$ cat src/rtl/vec_length.sv
// vec_length: Euclidean length of a tagged Q3.12 direction vector.
// Squares, sums, then a bit-serial restoring square root, one bit per cycle.
`ifndef WIDTH
`define WIDTH 16
`endif
`ifndef Q_BITS
`define Q_BITS 12
`endif
`ifndef TAG_SIZE
`define TAG_SIZE 3
`endif

package vec_length_pkg;
    typedef struct packed {
        logic signed [`WIDTH-1:0] x;
        logic signed [`WIDTH-1:0] y;
        logic signed [`WIDTH-1:0] z;
    } Direction;

    typedef struct packed {
        Direction              direction;
        logic [`TAG_SIZE:0]    tag;
    } TaggedDirection;

    typedef struct packed {
        Direction                 direction;
        logic signed [`WIDTH-1:0] len;
        logic [`TAG_SIZE:0]       tag;
    } TaggedDirection_len;
endpackage

module vec_length
    import vec_length_pkg::*;
#(
    parameter int WIDTH  = `WIDTH,
    parameter int Q_BITS = `Q_BITS
) (
    input  logic               clk,
    input  logic               reset,
    input  logic               start,
    input  TaggedDirection     TD_in,
    output logic               ready,
    output logic               valid,
    output TaggedDirection_len TDL_out,
    output logic               zero_len
);

    localparam int TAG_SIZE = `TAG_SIZE;
    localparam int W2       = 2 * WIDTH;
    localparam int CW       = $clog2(WIDTH);

    // Struct field widths come from the macros, so the parameters must agree.
    if (WIDTH != `WIDTH || Q_BITS >= WIDTH) begin : g_bad_params
        $error("vec_length: WIDTH must equal `WIDTH and Q_BITS < WIDTH");
    end

    typedef enum logic [2:0] {
        S_IDLE,
        S_SQ,
        S_SUM,
        S_ROOT,
        S_OUT
    } state_t;

    state_t state;
    state_t next;

    Direction          dir;
    logic [TAG_SIZE:0] tag;
    logic [W2-1:0]     sq_x;
    logic [W2-1:0]     sq_y;
    logic [W2-1:0]     sq_z;
    logic [W2-1:0]     rad;
    logic [WIDTH+1:0]  rem;
    logic [WIDTH-1:0]  root;
    logic [CW-1:0]     cnt;

    logic [WIDTH+3:0]  rem_sh;
    logic [WIDTH+3:0]  sub;
    logic [WIDTH+3:0]  rem_next;
    logic              ge;
    logic [WIDTH-1:0]  len_sat;
    logic              unused_rem;

    always_ff @(posedge clk) begin
        if (reset) begin
            state <= S_IDLE;
        end else begin
            state <= next;
        end
    end

    always_comb begin
        next = state;
        unique case (state)
            S_IDLE: if (start) next = S_SQ;
            S_SQ:   next = S_SUM;
            S_SUM:  next = S_ROOT;
            S_ROOT: if (cnt == CW'(WIDTH - 1)) next = S_OUT;
            S_OUT:  next = S_IDLE;
            default: next = S_IDLE;
        endcase
    end

    always_comb begin
        ready = (state == S_IDLE);
    end

    // One restoring step: bring down the next radicand pair, try subtracting 4*root+1.
    always_comb begin
        rem_sh   = {rem, rad[W2-1 -: 2]};
        sub      = {2'b00, root, 2'b01};
        ge       = (rem_sh >= sub);
        rem_next = ge ? (rem_sh - sub) : rem_sh;
    end

    assign unused_rem = ^rem_next[WIDTH+3:WIDTH+2];

    always_comb begin
        len_sat = root;
        if (root[WIDTH-1]) begin
            len_sat = {1'b0, {(WIDTH-1){1'b1}}};
        end
    end

    always_ff @(posedge clk) begin
        if (reset) begin
            dir      <= '0;
            tag      <= '0;
            sq_x     <= '0;
            sq_y     <= '0;
            sq_z     <= '0;
            rad      <= '0;
            rem      <= '0;
            root     <= '0;
            cnt      <= '0;
            valid    <= 1'b0;
            TDL_out  <= '0;
            zero_len <= 1'b0;
        end else begin
            valid <= 1'b0;
            unique case (state)
                S_IDLE: begin
                    if (start) begin
                        dir <= TD_in.direction;
                        tag <= TD_in.tag;
                    end
                end
                S_SQ: begin
                    sq_x <= W2'(dir.x) * W2'(dir.x);
                    sq_y <= W2'(dir.y) * W2'(dir.y);
                    sq_z <= W2'(dir.z) * W2'(dir.z);
                end
                S_SUM: begin
                    rad  <= sq_x + sq_y + sq_z;
                    rem  <= '0;
                    root <= '0;
                    cnt  <= '0;
                end
                S_ROOT: begin
                    rad  <= rad << 2;
                    rem  <= rem_next[WIDTH+1:0];
                    root <= {root[WIDTH-2:0], ge};
                    cnt  <= cnt + 1'b1;
                end
                S_OUT: begin
                    TDL_out.direction <= dir;
                    TDL_out.tag       <= tag;
                    TDL_out.len       <= len_sat;
                    zero_len          <= (root == '0);
                    valid             <= 1'b1;
                end
                default: ;
            endcase
        end
    end

endmodule

$ cat config.mk
export PLATFORM = sky130hd
export DESIGN_NAME = vec_length
export DESIGN_NICKNAME = d
export VERILOG_FILES = /design/src/rtl/vec_length.sv
export SDC_FILE = /design/constraint.sdc
export NUM_CORES = 2
export LEC_CHECK = 0
export CAP_MARGIN = 5
export CORE_ASPECT_RATIO = 0.6
export CORE_UTILIZATION = 45
export DETAILED_ROUTE_END_ITERATION = 8
export PLACE_DENSITY = 0.67
export SYNTH_ARGS = -nofsm -noshare
export SYNTH_HDL_FRONTEND = slang
export SYNTH_SLANG_ARGS = --single-unit
$ cat constraint.sdc
create_clock -name clk -period 6.7 [get_ports clk]
set_input_delay 1.005 -clock clk [delete_from_list [all_inputs] [get_ports clk]]
set_output_delay 1.005 -clock clk [all_outputs]
set_load 0.01 [all_outputs]
==> out/results.ini <==
[critical_path]
slowest_stage = dfxtp_1
criticalPathCategory = flip-flop to flip-flop
path_cells = inv_1 > nor2_1 > fa_1 > fa_1 > fa_1 > fa_1 > fa_1 > inv_1 > fa_1 > inv_1 > ha_1 > a21oi_1 > o21ai_0 > o41ai_1 > a21oi_1 > o21bai_2 > a21o_1 > a211o_1 > a22o_1
cp_common_cell = fa_1
slowest_delay_ns = 0.65
critical_path_required_ns = 7.24
start_kind = flip-flop
crit_path_end_kind = flip-flop
cp.arrival_ns = 7.00
cp_max_fo = 11
crit_buf_inv = 3
cp_top_family = adder cells

[layout]
fillCellCount = 8278
diodes = 0
syn_to_final_growth_pct = 9.737
fin_util_pct = 50.07
fin_nets = 5746
fin_cells = 5824
drive_above_1_share_pct = 4.739

[power]
powerDensity_nw_per_um2 = 150.0
ir_worst_vdd_mv = 0.2038
power_leakage_nw = 21.96

[detailed_routing]
drt_first_pass_iters = 8
vias = 30330
ant_nets = 0
totalWireLength_um = 98640
remaining_drc_errors = 0
wl_per_cell_um = 16.94
drt_iter0_drc = 2277
viasPerCell = 5.208

[clocking]
htreeDepth = 1
clk_pin_slew_ns = 0.07
clk_latency_ns = 0.66
cts_buffers = 31
cts_tree = yes
clockBufferDepth = 3
clkSinkCount = 287
ctsRootBufferMaster = clkbuf_16
postCtsSetupRepairBufs = 0

[floorplanning]
die_x_um = 387.3
dieHeight_um = 233.2
coreArea_um2 = 87860
rows = 84
fp.dieArea_um2 = 90330
ioPinCount = 126
start_util_pct = 45.63

[synthesis]
synthCells = 4571
yosysSeqAreaShare_pct = 14.33
synthArstFlopShare_pct = 0
ys_ff_latch = 287
muxShareOfSynthArea_pct = 0.6023
ys_types = 86
yosysWarnings = 0
synth_flop_cell = dfxtp_1
synthXorXnorAreaFrac_pct = 3.342
synth_edf_count = 0
synth_compound_area_share_pct = 11.13
yosys.area_share.adder_pct = 46.51
synth_area_um2 = 40090
syn_area_per_cell_um2 = 8.771
synth_top_family_by_area = adder cells
yosys.area_share.simple_pct = 13.08

[placement]
dpl.hpwl_um = 81650
port_buffers = 124
gp_congestion = 0.8942
placedCellCount = 5768

[timing]
drv_slew = 0
rsz0062_at_grt = false
fmax_ghz = 0.1548
finalHoldViolCount = 0
clock_skew_ns = 0.02610
hold_ws_ns = 0.4551
slew_headroom_pct = 19.13
finalCritPeriodShare_pct = 96.40
tightestPinTransition_ns = 1.208
fin_crit_ns = 6.459
setup_violations = 0
tns_ns = 0

[hold_path]
hp-class = flip-flop to flip-flop

[run]
cap_violations = 0

[global_routing]
grt_pass1_wl_um = 163900
grt_pass1_vias = 30810
grt_antenna_before_repair = 3
overflow = 0
grt_start_max_net_pins = 93
track_usage_pct = 22.55

[run_status]
status = complete, no violations

tightest hold or removal path, cell delays in order, from the launching register on:
cell     delay, ns
dfxtp_1       0.31
nand2_1       0.05
a21oi_1       0.05
cell usage in the layout, fill, tap and decap left out, types with 10 or more instances in the layout:
cell type,synthesis,routed
nand2_1,634,632
a311oi_1,18,18
o21ai_1,10,11
a31o_2,19,19
nor2_1,229,227
xnor2_1,114,114
or2_2,14,14
a31oi_1,32,32
a21o_1,50,50
o21bai_1,19,19
clkbuf_16,0,31
nor3_1,27,27
clkdlybuf4s50_1,0,123
mux2i_1,23,23
inv_1,981,981
o21a_1,23,23
nor4_1,15,15
a211oi_1,35,35
o211ai_1,13,13
a21oi_1,269,269
buf_4,1,94
nand3_1,60,60
or3_1,10,10
and2_1,116,114
fa_1,732,732
nand4_1,10,10
nand2b_1,12,11
xor2_1,39,39
and3_1,31,31
a211o_1,12,12
a22oi_1,22,22
o31ai_1,10,10
o21ai_0,86,85
ha_1,319,319
dfxtp_1,287,279
sequential cells by signal, summed over array words and instances, names as in the netlist, 16 cells and up:
name and flops:
rad 32, TDL_out 67, dir 48, sq_y 31, rem 18, root 16, sq_x 31, sq_z 31
layer usage:
| layer | track usage, % | vias to the layer above | wire length, um |
|---|---|---|---|
| met5 | 0 | - | 13 |
| met4 | 3.224 | 2 | 1387 |
| met3 | 4.818 | 89 | 8022 |
| met2 | 33.30 | 841 | 41020 |
| met1 | 34.29 | 15060 | 48190 |
| li1 | - | 14340 | - |
final cells by class:
type | count | area (um2) | area share, %
well taps | 1161 | 1453 | 3.302
flip-flops and latches | 287 | 5756 | 13.08
clock buffers | 34 | 807.0 | 1.834
repair buffers | 218 | 1951 | 4.434
inverters | 983 | 3690 | 8.387
multi-input cells | 3119 | 29990 | 68.16
clock inverters | 22 | 352.8 | 0.8020
cell usage after synthesis, drive strengths merged, types with 23 or more instances:
library cell	number	area share, %
mux2i	23	0.57
nand3	60	0.75
o21a	23	0.43
dfxtp	287	14
xnor2	114	2.5
o21ai	97	1.2
inv	981	9.2
a211oi	37	0.72
xor2	39	0.85
a21oi	272	3.4
clkbuf	168	1.6
ha	319	10
nor3	28	0.36
fa	732	37
a31oi	32	0.50
a21o	50	0.94
a22oi	23	0.44
nand2	634	5.9
and3	31	0.48
nor2	229	2.1
and2	116	1.8
stage by stage:
stage / total power, mW / area [um2] / setup WS (ns)
final: 6.599 / 44000 / 0.2415
after CTS: 6.633 / 43980 / 0.1476
after global routing: 7.072 / 44000 / 0.01173
after global placement: 4.555 / 42820 / 0.2879
after floorplan: 3.878 / 40100 / 0.6469
after detailed placement: 4.600 / 42820 / 0.1683
power by group:
| part | leakage (nW) | total (mW) | switching (mW) | internal (mW) |
|---|---|---|---|---|
| Sequential | 2.33 | 1.94 | 0.139 | 1.80 |
| Combinational | 19.1 | 2.65 | 1.60 | 1.05 |
| Clock | 0.549 | 2.01 | 0.853 | 1.15 |
| Total | 22.0 | 6.60 | 2.60 | 4.00 |
logic make-up (layout without fill, tap and decap cells):
logic type | after synthesis | count (layout)
AO/OA/AOI/OAI | 694 | 694
XOR/XNOR | 153 | 153
adder cells (fa/ha/maj) | 1051 | 1051
buffers and inverters | 1168 | 1257
flip-flops | 287 | 287
multiplexers | 24 | 24
other | 1 | 4
AND/OR/NAND/NOR | 1193 | 1193
worst paths after layout:
kind / start / slack (ns) / cells after the start / to
worst max-delay path: dir[2]$_SDFFE_PP0P_ / 0.24 / 19 / sq_z[29]$_SDFFE_PP0P_
worst min-delay path: TDL_out[51]$_SDFFE_PP0P_ / 0.46 / 2 / TDL_out[51]$_SDFFE_PP0P_
worst max register to register: dir[2]$_SDFFE_PP0P_ / 0.24 / 19 / sq_z[29]$_SDFFE_PP0P_
worst min register to register: TDL_out[51]$_SDFFE_PP0P_ / 0.46 / 2 / TDL_out[51]$_SDFFE_PP0P_
repair_timing:
action | CTS | global route
resized for setup | 0 | 11
hold buffers | 0 | 0
setup endpoints to repair | 0 | 15
(Power assumes the default switching activity.)
